===== src/rtl/dmem_mmio_if.sv =====
// Bus bundle between the MIPS MEM stage / TX consumer and the dmem_mmio block.
// The master side drives the store request and tx_ready; the slave side returns load data and the TX port.
interface dmem_mmio_if;
  logic        memwrite_m;
  logic [31:0] aluout_m;
  logic [31:0] writedata_m;
  logic [31:0] readdata_m;
  logic [31:0] tx_data;
  logic        tx_valid;
  logic        tx_ready;

  modport master (
    output memwrite_m, aluout_m, writedata_m, tx_ready,
    input  readdata_m, tx_data, tx_valid
  );

  modport slave (
    input  memwrite_m, aluout_m, writedata_m, tx_ready,
    output readdata_m, tx_data, tx_valid
  );
endinterface


===== src/rtl/dmem_mmio.sv =====
// MEM-stage data memory: word RAM plus memory-mapped LED, TX FIFO, status and cycle counter at 0xFFFF_00xx.
// Optional feature macro: DMEM_CYCLE_COUNTER_EN enables the free-running 32-bit counter at offset 0x0C.
module dmem_mmio #(
  parameter int RAM_WORDS  = 64,
  parameter int FIFO_DEPTH = 4,
  parameter int LED_W      = 8
) (
  input  logic             clk,
  input  logic             reset,
  dmem_mmio_if.slave       bus,
  output logic [LED_W-1:0] led
);

  localparam int AW = $clog2(RAM_WORDS);
  localparam int PW = $clog2(FIFO_DEPTH);
  localparam logic [PW:0] DEPTH_C = FIFO_DEPTH[PW:0];

  localparam logic [5:0] OFF_LED  = 6'd0;
  localparam logic [5:0] OFF_TXD  = 6'd1;
  localparam logic [5:0] OFF_STAT = 6'd2;
  localparam logic [5:0] OFF_CYC  = 6'd3;

  logic [31:0] ram_q  [RAM_WORDS];
  logic [31:0] fifo_q [FIFO_DEPTH];

  logic [LED_W-1:0] led_q, led_d;
  logic [PW:0]      wr_ptr_q, wr_ptr_d;
  logic [PW:0]      rd_ptr_q, rd_ptr_d;
  logic             ovf_q, ovf_d;

  logic          io_sel;
  logic [5:0]    io_off;
  logic          sel_led, sel_txd, sel_stat, sel_cyc;
  logic [AW-1:0] ram_idx;
  logic          ram_we;
  logic [PW:0]   count;
  logic          full, empty, push, pop, push_ok;
  logic [4:0]    count5;
  logic [31:0]   cyc_val;
  logic          unused_addr_bits;

  always_comb begin
    io_sel   = (bus.aluout_m[31:16] == 16'hFFFF);
    io_off   = bus.aluout_m[7:2];
    sel_led  = io_sel && (io_off == OFF_LED);
    sel_txd  = io_sel && (io_off == OFF_TXD);
    sel_stat = io_sel && (io_off == OFF_STAT);
    sel_cyc  = io_sel && (io_off == OFF_CYC);
    ram_idx  = bus.aluout_m[AW+1:2];
    ram_we   = bus.memwrite_m && !io_sel && !reset;
  end

  assign unused_addr_bits = ^{bus.aluout_m[15:0], sel_cyc};

  // Full is judged on pre-edge state, so a push into a full FIFO drops even if a pop lands the same edge.
  always_comb begin
    count   = wr_ptr_q - rd_ptr_q;
    count5  = 5'(count);
    full    = (count == DEPTH_C);
    empty   = (count == '0);
    pop     = !empty && bus.tx_ready;
    push    = bus.memwrite_m && sel_txd;
    push_ok = push && !full && !reset;
  end

  always_comb begin
    led_d    = led_q;
    wr_ptr_d = wr_ptr_q + {{PW{1'b0}}, push_ok};
    rd_ptr_d = rd_ptr_q + {{PW{1'b0}}, pop};
    ovf_d    = ovf_q;
    if (bus.memwrite_m && sel_led)
      led_d = bus.writedata_m[LED_W-1:0];
    if (push && full)
      ovf_d = 1'b1;
    if (bus.memwrite_m && sel_stat)
      ovf_d = 1'b0;
    if (reset) begin
      led_d    = '0;
      wr_ptr_d = '0;
      rd_ptr_d = '0;
      ovf_d    = 1'b0;
    end
  end

  always_ff @(posedge clk) begin
    led_q    <= led_d;
    wr_ptr_q <= wr_ptr_d;
    rd_ptr_q <= rd_ptr_d;
    ovf_q    <= ovf_d;
  end

  // Storage arrays carry no reset; writes are already gated off during reset cycles.
  always_ff @(posedge clk) begin
    if (ram_we)
      ram_q[ram_idx] <= bus.writedata_m;
    if (push_ok)
      fifo_q[wr_ptr_q[PW-1:0]] <= bus.writedata_m;
  end

`ifdef DMEM_CYCLE_COUNTER_EN
  logic [31:0] cyc_q, cyc_d;

  always_comb begin
    cyc_d = cyc_q + 32'd1;
    if (bus.memwrite_m && sel_cyc)
      cyc_d = '0;
    if (reset)
      cyc_d = '0;
  end

  always_ff @(posedge clk) begin
    cyc_q <= cyc_d;
  end

  assign cyc_val = cyc_q;
`else
  assign cyc_val = '0;
`endif

  always_comb begin
    bus.readdata_m = '0;
    if (!io_sel) begin
      bus.readdata_m = ram_q[ram_idx];
    end else begin
      case (io_off)
        OFF_LED:  bus.readdata_m = 32'(led_q);
        OFF_TXD:  bus.readdata_m = 32'(count);
        OFF_STAT: bus.readdata_m = {24'd0, count5, ovf_q, empty, full};
        OFF_CYC:  bus.readdata_m = cyc_val;
        default:  bus.readdata_m = '0;
      endcase
    end
  end

  assign bus.tx_data  = fifo_q[rd_ptr_q[PW-1:0]];
  assign bus.tx_valid = !empty;
  assign led          = led_q;

endmodule


===== src/flat_wrapper.sv =====
// flat-port wrapper written by rule: the top's interface ports become plain ports
module dmem_mmio_flat 
#(
  parameter int RAM_WORDS  = 64,
  parameter int FIFO_DEPTH = 4,
  parameter int LED_W      = 8
)
  (clk, reset, led, bus_memwrite_m, bus_aluout_m, bus_writedata_m, bus_tx_ready, bus_readdata_m, bus_tx_data, bus_tx_valid);
  dmem_mmio_if bus_i ();
  input  logic clk;
  input  logic reset;
  output logic [LED_W-1:0] led;
  input wire logic [$bits(bus_i.memwrite_m)-1:0] bus_memwrite_m;
  input wire logic [$bits(bus_i.aluout_m)-1:0] bus_aluout_m;
  input wire logic [$bits(bus_i.writedata_m)-1:0] bus_writedata_m;
  input wire logic [$bits(bus_i.tx_ready)-1:0] bus_tx_ready;
  output wire logic [$bits(bus_i.readdata_m)-1:0] bus_readdata_m;
  output wire logic [$bits(bus_i.tx_data)-1:0] bus_tx_data;
  output wire logic [$bits(bus_i.tx_valid)-1:0] bus_tx_valid;
  assign bus_i.memwrite_m = bus_memwrite_m;
  assign bus_i.aluout_m = bus_aluout_m;
  assign bus_i.writedata_m = bus_writedata_m;
  assign bus_i.tx_ready = bus_tx_ready;
  assign bus_readdata_m = bus_i.readdata_m;
  assign bus_tx_data = bus_i.tx_data;
  assign bus_tx_valid = bus_i.tx_valid;
  dmem_mmio #(.RAM_WORDS(RAM_WORDS), .FIFO_DEPTH(FIFO_DEPTH), .LED_W(LED_W)) u_core (.clk(clk), .reset(reset), .bus(bus_i), .led(led));
endmodule

===== config.mk =====
export PLATFORM = sky130hd
export DESIGN_NAME = dmem_mmio_flat
export DESIGN_NICKNAME = d
export VERILOG_FILES = /design/src/rtl/dmem_mmio_if.sv /design/src/rtl/dmem_mmio.sv /design/src/flat_wrapper.sv
export SDC_FILE = /design/constraint.sdc
export NUM_CORES = 2
export LEC_CHECK = 0
export CAP_MARGIN = 25
export CORE_MARGIN = 3
export CORE_UTILIZATION = 62
export DETAILED_ROUTE_END_ITERATION = 7
export PLACE_DENSITY = 0.79
export SLEW_MARGIN = 20
export SYNTH_ARGS = -nofsm -noshare
export SYNTH_HDL_FRONTEND = slang
export SYNTH_SLANG_ARGS = --single-unit

===== constraint.sdc =====
create_clock -name clk -period 5.7 [get_ports clk]
set_clock_uncertainty 0.1 [all_clocks]
set_input_delay 1.14 -clock clk [delete_from_list [all_inputs] [get_ports clk]]
set_output_delay 1.14 -clock clk [all_outputs]
set_load 0.02 [all_outputs]

==> metrics.md <==
| Metric | Value |
|---|---|
| Status | `complete, but fails checks` |
| Violated checks | `negative setup slack` |
| WP data arrival | `4.47 ns` |
| Worst Setup End Kind | `primary output` |
| Post-Route WL | `265,000 µm` |
| Largest net degree at the start of global routing | `70` |
| Core ar. | `134,000 µm²` |
| Syn Std Cell Area | `84,400 µm²` |
| Final Critical Period | `5.71 ns` |
| Fin. max-slew vios | `0` |
| Worst-path clk slew | `0.06 ns` |
| CP Launch Point | `bus_aluout_m[3]` |
| WP depth | `10` |
| Worst R2R End | `u_core.fifo_q[3][20]` |
| First-pass GRT wire length | `368,000 µm` |
| Clk Latency, worst-skew pair | `0.84 ns` |
| Final Hold Fails | `0` |
| Register area share after synthesis | `77.7%` |
| Pre-CTS setup slack | `0.0675 ns` |
| Total gr overflow | `0` |
| Post-synth ARST share | `0%` |
| Layout cells sized above 1 | `22.0%` |
| P per Cell Area | `343 nW/µm²` |
| Die width | `375 µm` |
| Vias in the first global route | `50,200` |
| H-tree depth | `4` |
| Routed length per instance | `38.5 µm` |
| Ys flop type | `edfxtp_1` |
| Post-route setup slack | `-0.00506 ns` |
| Total GRT Usage | `37.5%` |
| Post-Route Utilization | `72.3%` |
| Kind of cell adding the most delay to the critical path | `buffers and inverters` |
| Post-Place Cells | `6,499` |
| Fillcell total | `7,498` |
| DP HPWL | `156,000 µm` |
| Via density | `7.51` |
| Crit path buf inv count | `5` |
| Critical R2R Launch | `u_core.wr_ptr_q[0]` |
| RSZ-0062 raised after global routing | `no` |
| Max IR drop VDD | `0.347 mV` |
| Commonest non-fill, non-tap cell in the layout | `edfxtp_1` |
| Max Cap Viol | `0` |
| Row count | `134` |
| Pre-antenna DRT Iters | `8` |
| Die ar. | `141,000 µm²` |
| Relative slew slack | `24.4%` |
| Gate Count Post-Synth | `4,495` |
| Post-synthesis register bit count | `2,191` |
| Die Y-Extent | `375 µm` |
| Warnings from Yosys | `0` |
| Nets | `5,011` |
| Critical Path Source Type | `primary input` |
| Worst EP required | `4.46 ns` |
| GPL Wtd Cong | `0.932` |
| Clk sinks | `2,191` |
| Non-Filler Instances | `6,887` |
| Buffers on Ports | `130` |
| Crit Path Class | `in2out` |
| DRC | `0` |
| Slowest-stage cell, CP | `a211oi_2` |
| CP peak stage delay | `0.52 ns` |
| Worst Reg-to-Reg Cells | `9` |
| FF-to-FF setup slack | `1.88 ns` |
| Most frequent cells in the layout | `2,176 x edfxtp_1, 364 x buf_4, 345 x mux2i_1, 207 x clkbuf_16, 156 x mux4_2` |
| Final setup fails | `1` |
| Total CTS buffers | `204` |
| Vias | `51,700` |
| Syn Area/Cell | `18.8 µm²` |
| Bufs on Longest Clock Path | `3` |
| Max frequency | `175 MHz` |
| Yosys cell types | `74` |
| Worst Tran Pin Value | `1.13 ns` |
| Leakage power total | `31.7 nW` |
| Final Cycle Share | `100%` |
| DR iter-0 viols | `9,677` |
| Multi-input gate area | `17,700 µm²` |
| Syn_nets | `4,569` |
| Crit path max fanout | `37` |
| Layout area overhead | `15.0%` |
| Initial core utilization | `62.9%` |
| CTS tree | `built` |
| Io pins | `141` |
| Most frequent CP cell | `buf_4` |
| Routed Antenna Nets | `0` |
| Number of flops mapped to enable cells by yosys | `2,176` |
| FF+latch area | `65,600 µm²` |
| CP Capture Point | `bus_readdata_m[24]` |
| Hold Crit Class | `reg2reg` |
| Initial antenna violation count | `26` |
| Root buffer cell | `clkbuf_16` |
| CP Cell Sequence | `buf_8, nand2b_2, buf_4, buf_4, o22ai_1, a211oi_2, o2111ai_1, buf_4, o31a_1, buf_4` |
==> per-stage QoR <==
step	area, µm²	TNS (ns)	total power, W	hold WS [ns]
6_report	97100	-0.00506	0.0333	0.413
5_1_grt	97100	0	0.0340	0.437
4_1_cts	97000	0	0.0333	0.413
3_5_place_dp	90800	0	0.0206	0.406
3_3_place_gp	90700	0	0.0205	0.400
2_1_floorplan	84400	0	0.0193	0.385
==> logic make-up (layout without fill, tap and decap cells) <==
| family | count (synthesis) | count (layout) | share of synthesized area [%] |
|---|---|---|---|
| AO/OA/AOI/OAI | 937 | 937 | 7.98 |
| XOR/XNOR | 3 | 3 | 0.0489 |
| adder cells (fa/ha/maj) | 6 | 6 | 0.0978 |
| buffers and inverters | 326 | 934 | 2.08 |
| flip-flops | 2191 | 2191 | 77.7 |
| multiplexers | 611 | 611 | 9.72 |
| other | 0 | 16 | 0 |
| AND/OR/NAND/NOR | 421 | 421 | 2.34 |
==> where the power goes <==
| part | internal, W | total (W) | switching [W] |
|---|---|---|---|
| sequential | 0.0178 | 0.0178 | 0.0000181 |
| combinational | 0.000911 | 0.00258 | 0.00166 |
| clock | 0.00711 | 0.0130 | 0.00586 |
| total | 0.0258 | 0.0333 | 0.00754 |
==> synth_stat cells, drive strengths merged (6+ instances only) <==
| cell type | instances | area, µm² |
|---|---|---|
| buf | 201 | 1290 |
| mux2i | 345 | 3450 |
| a31oi | 99 | 619 |
| a32oi | 8 | 70.1 |
| a21oi | 131 | 656 |
| a41oi | 12 | 105 |
| nor4 | 9 | 68.8 |
| and3 | 58 | 363 |
| o2bb2ai | 6 | 52.6 |
| o21ai | 100 | 500 |
| o22a | 34 | 298 |
| a222oi | 11 | 110 |
| o32ai | 8 | 70.1 |
| dfxtp | 15 | 300 |
| nand3 | 21 | 105 |
| a221oi | 146 | 1280 |
| nand2b | 7 | 43.8 |
| a211oi | 9 | 67.6 |
| a2bb2oi | 6 | 52.6 |
| mux4 | 156 | 3510 |
| nor3 | 8 | 40.0 |
| nor2 | 164 | 623 |
| and2 | 6 | 37.5 |
| o31ai | 7 | 52.6 |
| inv | 16 | 60.1 |
| o22ai | 139 | 870 |
| nand2 | 105 | 397 |
| nor2b | 15 | 93.8 |
| a32o | 9 | 90.1 |
| o221ai | 6 | 52.6 |
| nand4 | 8 | 50.1 |
| a22o | 26 | 228 |
| a221o | 65 | 651 |
| mux2 | 110 | 1240 |
| a22oi | 84 | 631 |
| clkbuf | 109 | 410 |
| edfxtp | 2176 | 65300 |
==> repair_timing <==
action | 4_1_cts | 5_1_grt
gates resized for setup | 0 | 3
endpoints found under the setup margin | 0 | 2
hold buffers | 0 | 0
buffers inserted | 0 | 0
==> worst register-to-register path, stage by stage, from the launching register on <==
cell      delay (ns)
dfxtp_1         0.35
inv_1           0.09
ha_1            0.15
inv_1           0.05
fa_1            0.67
nand2b_1        0.24
nor2_1          0.09
nor4_2          0.81
and3_2          0.70
buf_4           0.28
==> sequential cells by signal, indices dropped and copies added, names as in the netlist <==
signal,count
u_core.rd_ptr_q,3
u_core.led,8
u_core.wr_ptr_q,3
u_core.ram_q,2048
u_core.ovf_q,1
u_core.fifo_q,128
==> worst min path at each step <==
| stage | cells past startpoint | slack [ns] | from | to |
|---|---|---|---|---|
| after global placement | 2 | 0.40 | u_core.led[5] | u_core.led[5] |
| after CTS | 2 | 0.41 | u_core.led[7] | u_core.led[7] |
| after floorplan | 2 | 0.39 | u_core.rd_ptr_q[2] | u_core.rd_ptr_q[2] |
| after detailed placement | 2 | 0.41 | u_core.led[7] | u_core.led[7] |
| final | 2 | 0.41 | u_core.led[6] | u_core.led[6] |
| after global routing | 2 | 0.44 | u_core.led[7] | u_core.led[7] |
==> routing by layer <==
layer / track usage [%] / vias up / part of all wire [%]
met5: 0.617 / - / 0.088
met4: 20.9 / 22 / 6.7
met3: 14.5 / 1223 / 17
met2: 55.3 / 5391 / 44
met1: 48.1 / 25500 / 32
li1: - / 19600 / -
==> area by class of cell <==
type | count | share of cell area [%]
clock inverter | 117 | 0.939
multi-input combinational | 1978 | 18.2
sequential | 2191 | 67.6
tap | 1768 | 2.28
antenna | 16 | 0.0412
timing repair buffer | 546 | 5.33
clock buffer | 255 | 5.52
inverter | 16 | 0.0696
No activity file was read; power rests on OpenSTA's default activity.
